`config.mk`:
```
export PLATFORM = sky130hd
export DESIGN_NAME = frontend_pingpong_ctrl
export DESIGN_NICKNAME = d
export VERILOG_FILES = /design/src/rtl/frontend_pingpong_ctrl.sv
export SDC_FILE = /design/constraint.sdc
export NUM_CORES = 1
export LEC_CHECK = 0
export CORE_AREA = 4 4 224 226
export DETAILED_ROUTE_END_ITERATION = 6
export DIE_AREA = 0 0 228 230
export GPL_TIMING_DRIVEN = 0
export HOLD_SLACK_MARGIN = 0.08
export PLACE_DENSITY = 0.46
export SKIP_LAST_GASP = 1
export SLEW_MARGIN = 10
export SYNTH_ARGS = -nofsm -noshare
export SYNTH_HDL_FRONTEND = slang
export SYNTH_SLANG_ARGS = --single-unit
export TNS_END_PERCENT = 50
```
`constraint.sdc`:
```
create_clock -name aclk -period 14.6 [get_ports aclk]
set_clock_uncertainty 0.05 [all_clocks]
set_input_delay 4.38 -clock aclk [delete_from_list [all_inputs] [get_ports aclk]]
set_output_delay 4.38 -clock aclk [all_outputs]
set_load 0.005 [all_outputs]
```
`src/rtl/frontend_pingpong_ctrl.sv`:
```
// frontend_pingpong_ctrl: loads AXI-Stream frames into one half of a two-bank
// BRAM while the decompression engine works on the other half. Byte length is
// accumulated from tkeep and handed to the engine along with a start pulse.
// Optional build macro FRONTEND_PERF_CNT_EN adds frames_done/frames_dropped counters.
module frontend_pingpong_ctrl #(
    parameter int DATA_W     = 256,
    parameter int KEEP_W     = 32,
    parameter int DEPTH_LOG2 = 6,
    parameter int LEN_W      = 16
) (
    input  logic                  aclk,
    input  logic                  aresetn,
    input  logic [DATA_W-1:0]     s_axis_tdata,
    input  logic [KEEP_W-1:0]     s_axis_tkeep,
    input  logic                  s_axis_tvalid,
    input  logic                  s_axis_tlast,
    output logic                  s_axis_tready,
    output logic                  bram_we,
    output logic [DEPTH_LOG2:0]   bram_addr,
    output logic [DATA_W-1:0]     bram_din,
    output logic                  start,
    output logic                  start_bank,
    output logic [LEN_W-1:0]      length,
    input  logic                  finish,
    output logic                  frame_err
`ifdef FRONTEND_PERF_CNT_EN
    ,
    output logic [31:0]           frames_done,
    output logic [15:0]           frames_dropped
`endif
);

    typedef enum logic [1:0] {
        BANK_EMPTY   = 2'd0,
        BANK_FILLING = 2'd1,
        BANK_FULL    = 2'd2,
        BANK_BUSY    = 2'd3
    } bank_st_e;

    typedef enum logic {
        ENG_IDLE = 1'b0,
        ENG_RUN  = 1'b1
    } eng_st_e;

    // Number of enabled bytes in one beat.
    function automatic logic [LEN_W-1:0] popcount_keep(input logic [KEEP_W-1:0] keep);
        logic [LEN_W-1:0] cnt;
        cnt = {LEN_W{1'b0}};
        for (int i = 0; i < KEEP_W; i++) begin
            cnt = cnt + {{(LEN_W-1){1'b0}}, keep[i]};
        end
        return cnt;
    endfunction

    bank_st_e               bank_st_q [2];
    bank_st_e               bank_st_d [2];
    logic [LEN_W-1:0]       bank_len_q [2];
    logic [LEN_W-1:0]       bank_len_d [2];
    logic                   fill_bank_q, fill_bank_d;
    logic                   eng_bank_q, eng_bank_d;
    logic [DEPTH_LOG2-1:0]  beat_cnt_q, beat_cnt_d;
    logic [LEN_W-1:0]       len_acc_q, len_acc_d;
    logic                   drop_q, drop_d;
    eng_st_e                eng_st_q, eng_st_d;
    logic                   start_q, start_d;
    logic                   start_bank_q, start_bank_d;
    logic [LEN_W-1:0]       length_q, length_d;
    logic                   frame_err_q, frame_err_d;

    logic                   fill_ready_s;
    logic                   accept_s;
    logic                   write_s;
    logic [LEN_W-1:0]       beat_len_s;

    // Stream handshake and BRAM write port, derived from registered state only.
    // Ready is held low while reset is asserted so no beat is taken during reset.
    always_comb begin
        fill_ready_s  = drop_q
                      | (bank_st_q[fill_bank_q] == BANK_EMPTY)
                      | (bank_st_q[fill_bank_q] == BANK_FILLING);
        s_axis_tready = aresetn & fill_ready_s;
        accept_s      = s_axis_tvalid & s_axis_tready;
        write_s       = accept_s & ~drop_q;
        beat_len_s    = popcount_keep(s_axis_tkeep);
        bram_we       = write_s;
        if (write_s) begin
            bram_addr = {fill_bank_q, beat_cnt_q};
            bram_din  = s_axis_tdata;
        end else begin
            bram_addr = {(DEPTH_LOG2+1){1'b0}};
            bram_din  = {DATA_W{1'b0}};
        end
    end

    // Next-state logic: fill side touches only bank[fill_bank] (EMPTY/FILLING),
    // engine side touches only bank[eng_bank] (FULL/BUSY), so they never collide.
    always_comb begin
        bank_st_d    = bank_st_q;
        bank_len_d   = bank_len_q;
        fill_bank_d  = fill_bank_q;
        eng_bank_d   = eng_bank_q;
        beat_cnt_d   = beat_cnt_q;
        len_acc_d    = len_acc_q;
        drop_d       = drop_q;
        eng_st_d     = eng_st_q;
        start_d      = 1'b0;
        start_bank_d = start_bank_q;
        length_d     = length_q;
        frame_err_d  = 1'b0;

        if (accept_s) begin
            if (drop_q) begin
                if (s_axis_tlast) begin
                    // Oversize frame ends: release the bank for a fresh frame.
                    drop_d                   = 1'b0;
                    frame_err_d              = 1'b1;
                    bank_st_d[fill_bank_q]   = BANK_EMPTY;
                    beat_cnt_d               = {DEPTH_LOG2{1'b0}};
                    len_acc_d                = {LEN_W{1'b0}};
                end else begin
                    drop_d = 1'b1;
                end
            end else if (s_axis_tlast) begin
                bank_len_d[fill_bank_q] = len_acc_q + beat_len_s;
                bank_st_d[fill_bank_q]  = BANK_FULL;
                fill_bank_d             = ~fill_bank_q;
                beat_cnt_d              = {DEPTH_LOG2{1'b0}};
                len_acc_d               = {LEN_W{1'b0}};
            end else if (beat_cnt_q == {DEPTH_LOG2{1'b1}}) begin
                // Last slot written without tlast: discard the rest of the frame.
                bank_st_d[fill_bank_q] = BANK_FILLING;
                drop_d                 = 1'b1;
                beat_cnt_d             = {DEPTH_LOG2{1'b0}};
                len_acc_d              = {LEN_W{1'b0}};
            end else begin
                bank_st_d[fill_bank_q] = BANK_FILLING;
                beat_cnt_d             = beat_cnt_q + DEPTH_LOG2'(1);
                len_acc_d              = len_acc_q + beat_len_s;
            end
        end else begin
            drop_d = drop_q;
        end

        case (eng_st_q)
            ENG_IDLE: begin
                if (bank_st_q[eng_bank_q] == BANK_FULL) begin
                    start_d               = 1'b1;
                    start_bank_d          = eng_bank_q;
                    length_d              = bank_len_q[eng_bank_q];
                    bank_st_d[eng_bank_q] = BANK_BUSY;
                    eng_st_d              = ENG_RUN;
                end else begin
                    eng_st_d = ENG_IDLE;
                end
            end
            ENG_RUN: begin
                if (finish) begin
                    bank_st_d[eng_bank_q] = BANK_EMPTY;
                    eng_bank_d            = ~eng_bank_q;
                    eng_st_d              = ENG_IDLE;
                end else begin
                    eng_st_d = ENG_RUN;
                end
            end
            default: begin
                eng_st_d = ENG_IDLE;
            end
        endcase
    end

    // State register with synchronous active-low reset.
    always_ff @(posedge aclk) begin
        if (!aresetn) begin
            bank_st_q[0]  <= BANK_EMPTY;
            bank_st_q[1]  <= BANK_EMPTY;
            bank_len_q[0] <= {LEN_W{1'b0}};
            bank_len_q[1] <= {LEN_W{1'b0}};
            fill_bank_q   <= 1'b0;
            eng_bank_q    <= 1'b0;
            beat_cnt_q    <= {DEPTH_LOG2{1'b0}};
            len_acc_q     <= {LEN_W{1'b0}};
            drop_q        <= 1'b0;
            eng_st_q      <= ENG_IDLE;
            start_q       <= 1'b0;
            start_bank_q  <= 1'b0;
            length_q      <= {LEN_W{1'b0}};
            frame_err_q   <= 1'b0;
        end else begin
            bank_st_q     <= bank_st_d;
            bank_len_q    <= bank_len_d;
            fill_bank_q   <= fill_bank_d;
            eng_bank_q    <= eng_bank_d;
            beat_cnt_q    <= beat_cnt_d;
            len_acc_q     <= len_acc_d;
            drop_q        <= drop_d;
            eng_st_q      <= eng_st_d;
            start_q       <= start_d;
            start_bank_q  <= start_bank_d;
            length_q      <= length_d;
            frame_err_q   <= frame_err_d;
        end
    end

    assign start      = start_q;
    assign start_bank = start_bank_q;
    assign length     = length_q;
    assign frame_err  = frame_err_q;

`ifdef FRONTEND_PERF_CNT_EN
    logic [31:0] frames_done_q, frames_done_d;
    logic [15:0] frames_dropped_q, frames_dropped_d;

    // Wrapping event counters: completed engine runs and dropped frames.
    always_comb begin
        if ((eng_st_q == ENG_RUN) && finish) begin
            frames_done_d = frames_done_q + 32'd1;
        end else begin
            frames_done_d = frames_done_q;
        end
        if (frame_err_d) begin
            frames_dropped_d = frames_dropped_q + 16'd1;
        end else begin
            frames_dropped_d = frames_dropped_q;
        end
    end

    // Counter registers.
    always_ff @(posedge aclk) begin
        if (!aresetn) begin
            frames_done_q    <= 32'd0;
            frames_dropped_q <= 16'd0;
        end else begin
            frames_done_q    <= frames_done_d;
            frames_dropped_q <= frames_dropped_d;
        end
    end

    assign frames_done    = frames_done_q;
    assign frames_dropped = frames_dropped_q;
`endif

endmodule
```
==> results by group, run 1 <==
Logic synthesis
  – Mapped Cells: 814
  – Seq cells post-synth: 81
  – Syn nets: 1149
  – Cell area after synthesis: 6490 sq um
  – Post-synth cell types: 68
  – Post-synthesis sequential area ratio: 0.250
  – Yosys synthesis warning count: 0
  – Syn avg cell area: 7.98 sq um
  – Post-synth EDFFs: 0
  – Synth Flop Type: dfxtp_1
  – Async SR Flop Fraction: 0

Floorplanning
  – Initial core utilization: 0.134
  – Row cnt: 81
  – Die Width: 228 um
  – Core area: 48300 sq um
  – Die height: 230 um
  – Die area: 52400 sq um
  – I/O pins: 577

Route
  – Remaining DRCs: 0
  – Iteration-0 DRC Markers: 685
  – Drt via density: 4.46
  – Antenna-violating nets left: 0
  – Vias: 9121
  – Routed wire per std cell: 27.6 um
  – Routed WL: 56400 um
  – Detailed Routing Iterations Pass 1: 5

Clock tree
  – Post-CTS Hold Buffers: 0
  – Post_cts resized: 0
  – # clock sinks: 81
  – Clk slew on worst S/H paths: 0.06 ns
  – H-tree levels: 3
  – Clk buf depth: 2
  – Setup bufs post-CTS: 0
  – Total CTS buffers: 9
  – Root buf cell: clkbuf_16
  – TritonCTS clock tree: done
  – Skew-Pair Late Insertion Delay: 0.35 ns

Place
  – HPWL after detailed placement: 50600 um
  – PortBufs: 576
  – Gpl congestion: 0.937
  – Dpl cells: 2012
  – Placement Setup Slack: 2.92 ns
  – Placed cell areas: 13000 sq um

Global routing
  – Global-route wire length before repair: 74700 um
  – GRT Util Overall: 0.201
  – Vias in the first global route: 8954
  – Busiest grt layer: met2
  – Initial antenna violation count: 53
  – Met2 Track Usage GR: 0.331
  – Largest net degree at the start of global routing: 16
  – Routing usage on met1: 0.225
  – Met3 Use GR: 0.128
  – GRT Residual Overflow: 0

Worst setup path
  – Worst setup EP type: output port
  – Worst Path Required: 10.17 ns
  – Worst-path cell chain: clkdlybuf4s50_1, and3b_1, buf_2, buf_2, clkbuf_1, and3_1, clkdlybuf4s50_1
  – CP max-delay cell: clkdlybuf4s50_1
  – Worst-path maximum fanout: 10
  – CP arrival: 7.19 ns
  – Crit path largest cell delay: 0.60 ns
  – Setup CP Type: input pin to output port
  – Startpoint types: input pin
  – WP buf/inv: 5
  – Crit path max-delay family: buffers and inverters

Finish
  – Most frequent cells in the layout: 576 x clkdlybuf4s50_1, 266 x and3_1, 81 x dfxtp_1
  – Fin cells: 2047
  – Finished Cell Area: 13400 sq um
  – Nets: 1736
  – Commonest non-fill, non-tap cell in the layout: clkdlybuf4s50_1
  – Area grow syn2layout: 107%
  – Final core occ: 0.277
  – Layout cells sized above 1: 0.0484

Timing
  – Fin crit share: 0.796
  – Worst slew pin tran: 0.987 ns
  – Max Fclk: 0.0861 GHz
  – Setup-failing EPs final: 0
  – Fin. Hold Viols: 0
  – Worst hold slack: 0.407 ns
  – PnR worst setup slack: 2.98 ns
  – Pins Over Slew Limit: 0
  – RSZ-0062 raised after global routing: no
  – Relative slew slack: 0.339
  – Setup TNS Final: 0 ns
  – Min cycle time layout: 11.62 ns

Power and ir drop
  – Pwr Total: 1.38 mW
  – PD cells: 103 nW/um^2
  – Peak VDD IR: 0.000170 V
  – Leak: 5.77 nW

Run
  – Max-Cap Viols: 0

Min path
  – Worst Hold Class: flop to flop

Outcome
  – Status: complete, no violations
==> final timing paths <==
kind                 startpoint        endpoint  slack (ns)  depth (start not counted)
setup reg to reg   len_acc_q[0]  bank_len_q[30]        9.51                         14
setup / recovery        aresetn   bram_din[128]        2.98                          7
hold reg to reg   bank_len_q[5]   bank_len_q[5]        0.41                          2
hold / removal    bank_len_q[5]   bank_len_q[5]        0.41                          2
==> area by class of cell <==
class	instances	area, sq um
Clock inverter	7	100
Multi-Input combinational cell	617	4390
Buffer	90	387
Sequential cell	81	1620
Fill cell	5166	34900
Timing Repair Buffer	576	5770
Inverter	26	97.6
Antenna cell	19	47.5
Tap cell	622	778
Clock buffer	9	225
==> routing by layer <==
| layer | vias to the layer above | routed length (um) |
|---|---|---|
| li1 | 4199 | - |
| met1 | 4381 | 21400 |
| met2 | 428 | 26200 |
| met3 | 71 | 7760 |
| met4 | 42 | 704 |
| met5 | - | 289 |
==> synth_stat cells (all sizes together) (3+ instances only) <==
library cell,number,area [sq um]
o211a,10,100
nor3,13,75.1
o21a,7,52.6
xnor2,6,52.6
o21ai,25,133
nand3,20,105
nor2,52,195
dfxtp,81,1620
nand4,4,25.0
a21o,5,37.5
o311ai,3,26.3
o31ai,3,22.5
and3,266,1660
fa,26,521
or4,3,26.3
a21oi,33,165
a31oi,3,33.8
nand2b,3,18.8
buf,26,146
a211oi,15,133
nor4,10,105
ha,16,200
nand2,40,150
inv,26,97.6
a222oi,16,160
a22oi,4,30.0
clkbuf,64,240
==> worst reg2reg max path: stages, from the launching register on <==
cell	delay, ns
dfxtp_1	0.36
fa_1	0.59
fa_1	0.45
fa_1	0.47
fa_1	0.49
inv_1	0.05
fa_1	0.49
fa_1	0.21
inv_1	0.06
fa_1	0.41
a21o_1	0.24
a221oi_4	0.47
o21ai_1	0.23
xnor2_1	0.30
a21oi_1	0.11
==> where the power goes <==
group / leakage [nW] / internal, mW / switching, mW
Combinational: 4.96 / 0.383 / 0.496
Sequential: 0.655 / 0.237 / 0.0110
Clock: 0.161 / 0.152 / 0.102
Total: 5.77 / 0.772 / 0.609
==> registers in the layout (all words and copies together), names as in the netlist <==
register / cells
beat_cnt_q: 6
length: 16
eng_st_q: 1
start: 1
start_bank: 1
bank_st_q: 4
drop_q: 1
fill_bank_q: 1
len_acc_q: 16
bank_len_q: 32
frame_err: 1
eng_bank_q: 1
==> cell families after synthesis <==
| family | share of synthesized area |
|---|---|
| and+or+nand+nor | 0.377 |
| AOI/OAI and AO/OA | 0.170 |
| buffers and inverters | 0.0746 |
| DFF | 0.250 |
| adders and majority gates | 0.111 |
| xor gates and xnor gates | 0.00809 |
| muxes | 0.00905 |
Note: power is estimated with default switching activity, not from simulation.
==> inputs of run 2 (changes only) <==
--- a/config.mk
+++ b/config.mk
@@ -5,12 +5,12 @@
 export SDC_FILE = /design/constraint.sdc
 export NUM_CORES = 1
 export LEC_CHECK = 0
-export CORE_AREA = 4 4 224 226
+export CORE_AREA = 4 4 225 227
 export DETAILED_ROUTE_END_ITERATION = 6
-export DIE_AREA = 0 0 228 230
+export DIE_AREA = 0 0 229 231
 export GPL_TIMING_DRIVEN = 0
 export HOLD_SLACK_MARGIN = 0.08
-export PLACE_DENSITY = 0.46
+export PLACE_DENSITY = 0.47
 export SKIP_LAST_GASP = 1
 export SLEW_MARGIN = 10
 export SYNTH_ARGS = -nofsm -noshare
==> constraint.sdc (replaced) <==
create_clock -name aclk -period 9.4 [get_ports aclk]
set_clock_uncertainty 0.05 [all_clocks]
set_input_delay 2.82 -clock aclk [delete_from_list [all_inputs] [get_ports aclk]]
set_output_delay 2.82 -clock aclk [all_outputs]
set_load 0.005 [all_outputs]
==> results by group, run 2 (synthesized netlist as in run 1, its figures left out) <==
Route
  – Antenna-violating nets left: 0 (unchanged)
  – Detailed Routing Iterations Pass 1: 5 (unchanged)
  – Drt via density: 4.35 (was 4.46)
  – Vias: 8917 (was 9121)
  – Remaining DRCs: 0 (unchanged)
  – Routed wire per std cell: 26.8 um (was 27.6 um)
  – Routed WL: 54800 um (was 56400 um)
  – Iteration-0 DRC Markers: 739 (was 685)

Clock tree
  – H-tree levels: 3 (unchanged)
  – Post_cts resized: 0 (unchanged)
  – Clk slew on worst S/H paths: 0.06 ns (about the same)
  – Root buf cell: clkbuf_16 (unchanged)
  – Skew-Pair Late Insertion Delay: 0.35 ns (about the same)
  – # clock sinks: 81 (unchanged)
  – Total CTS buffers: 9 (unchanged)
  – Post-CTS Hold Buffers: 0 (unchanged)
  – Clk buf depth: 2 (unchanged)
  – Setup bufs post-CTS: 0 (unchanged)
  – TritonCTS clock tree: done (unchanged)

Global routing
  – Largest net degree at the start of global routing: 14 (was 16)
  – GRT Residual Overflow: 0 (unchanged)
  – Vias in the first global route: 8854 (was 8954)
  – GRT Util Overall: 0.194 (was 0.201)
  – Global-route wire length before repair: 72700 um (was 74700 um)
  – Initial antenna violation count: 58 (was 53)

Worst setup path
  – Worst reg2reg path depth: 14 (unchanged)
  – CP max-delay cell: clkdlybuf4s50_1 (unchanged)
  – Reg-to-reg setup timing slack: 4.39 ns (was 9.51 ns)
  – Worst setup EP type: output port (unchanged)
  – Setup CP Type: input pin to output port (unchanged)
  – Worst Path Required: 6.53 ns (was 10.17 ns)
  – CP arrival: 5.65 ns (was 7.19 ns)
  – Worst-path cell chain: clkdlybuf4s50_1, and3b_1, buf_2, buf_2, clkbuf_1, and3_1, clkdlybuf4s50_1 (unchanged)
  – RR Endpoint: bank_len_q[30] (unchanged)
  – Worst-path maximum fanout: 10 (unchanged)
  – Crit path largest cell delay: 0.63 ns (was 0.60 ns)
  – R2R Path Start: len_acc_q[0] (unchanged)
  – Startpoint types: input pin (unchanged)

Power and ir drop
  – Internal power: 1.19 mW (was 772 uW)
  – Peak VDD IR: 0.000221 V (was 0.000170 V)
  – Combinational Power Share: 0.631 (was 0.637)
  – P_sw: 906 uW (was 609 uW)
  – Sw frac: 0.431 (was 0.441)
  – Leak: 5.76 nW (was 5.77 nW)
  – PD cells: 157 nW/um^2 (was 103 nW/um^2)
  – Clock group share of total power: 0.185 (was 0.184)
  – Sequential power share: 0.185 (was 0.180)

Place
  – PortBufs: 576 (unchanged)
  – Placement Setup Slack: 0.833 ns (was 2.92 ns)
  – Placed cell areas: 13000 sq um (unchanged)
  – Gpl congestion: 0.941 (was 0.937)
  – Dpl cells: 2012 (unchanged)
  – HPWL after detailed placement: 48600 um (was 50600 um)

Run
  – Max-Cap Viols: 0 (unchanged)

Floorplanning
  – Core area: 48600 sq um (was 48300 sq um)
  – Row cnt: 81 (unchanged)
  – Initial core utilization: 0.133 (was 0.134)
  – Die area: 52900 sq um (was 52400 sq um)
  – Die Width: 229 um (was 228 um)
  – Die height: 231 um (was 230 um)
  – I/O pins: 577 (unchanged)

Finish
  – Layout cells sized above 1: 0.0477 (was 0.0484)
  – Most frequent cells in the layout: 576 x clkdlybuf4s50_1, 266 x and3_1, 81 x dfxtp_1 (unchanged)
  – Fill cell count: 5244 (was 5166)
  – Commonest non-fill, non-tap cell in the layout: clkdlybuf4s50_1 (unchanged)
  – Fin cells: 2048 (was 2047)
  – Finished Cell Area: 13400 sq um (about the same)
  – Area of the multi-input gates: 4390 sq um (unchanged)
  – Max FFs per register: 32 (unchanged)
  – Largest register by flop count: bank_len_q (unchanged)
  – Register Area: 1620 sq um (unchanged)
  – Area grow syn2layout: 106% (was 107%)
  – Nets: 1736 (unchanged)

Timing
  – Min cycle time layout: 8.52 ns
  – Setup TNS Final: 0 ns (unchanged)
  – RSZ-0062 raised after global routing: no (unchanged)
  – Setup-failing EPs final: 0 (unchanged)
  – Relative slew slack: 0.335 (was 0.339)
  – Worst slew pin tran: 0.992 ns (was 0.987 ns)
  – Fin. Hold Viols: 0 (unchanged)
  – PnR worst setup slack: 0.880 ns (was 2.98 ns)
  – Max Fclk: 0.117 GHz
  – Pins Over Slew Limit: 0 (unchanged)
  – Fin crit share: 0.906

Min path
  – Hold_sp: bank_len_q[1] (was bank_len_q[5])
  – Worst Hold Path Cells: 2 (unchanged)
  – WHS Endpoint: bank_len_q[1] (was bank_len_q[5])
  – Worst Hold Class: flop to flop (unchanged)

Outcome
  – Status: complete, no violations (unchanged)
## run 2: per-stage QoR
stage / utilization / power, mW / hold WS, ns
floorplan: - / 1.21 / 0.381
global placement: 0.268 / 1.72 / 0.396
detailed placement: 0.268 / 1.74 / 0.399
CTS: 0.275 / 2.13 / 0.408
global route: 0.275 / 2.30 / 0.428
finish: 0.276 / 2.10 / 0.409
## run 2: how the worst max path moves through the flow
stage                                end        startpoint
after floorplan           bank_len_q[12]  s_axis_tkeep[23]
after global placement      bram_din[94]           aresetn
after detailed placement    bram_din[94]           aresetn
after CTS                   bram_din[94]           aresetn
after global routing       bram_din[211]           aresetn
final                       bram_din[94]           aresetn
## run 2: critical path: cells and delay by family
family / cells / cell delay, ns
buffers and inverters: 5 / 2.21
AND/OR/NAND/NOR: 2 / 0.61
## run 2: layout make-up
class,instances,area share
antenna,21,0.00392
buffer,90,0.0288
clock buffer,10,0.0178
clock inverter,5,0.00597
inverter,26,0.00728
multi-input combinational,617,0.327
sequential,81,0.121
tap,622,0.0580
timing repair buffer,576,0.430
## run 2: metal layers
layer  global-route usage  up-vias  share of wire
met3                0.160       92           0.16
met2                0.315      376           0.47
met1                0.191     4208           0.35
li1                     -     4189              -
met5                    0        -         0.0063
met4               0.0481       52          0.020
## run 2: power by group through the flow
stage | Clock (mW) | Combinational, mW | Sequential (mW)
after global placement | 0 | 1.32 | 0.395
after CTS | 0.392 | 1.35 | 0.388
after global routing | 0.409 | 1.50 | 0.391
after floorplan | 0 | 0.824 | 0.388
after detailed placement | 0 | 1.34 | 0.396
final | 0.388 | 1.32 | 0.388
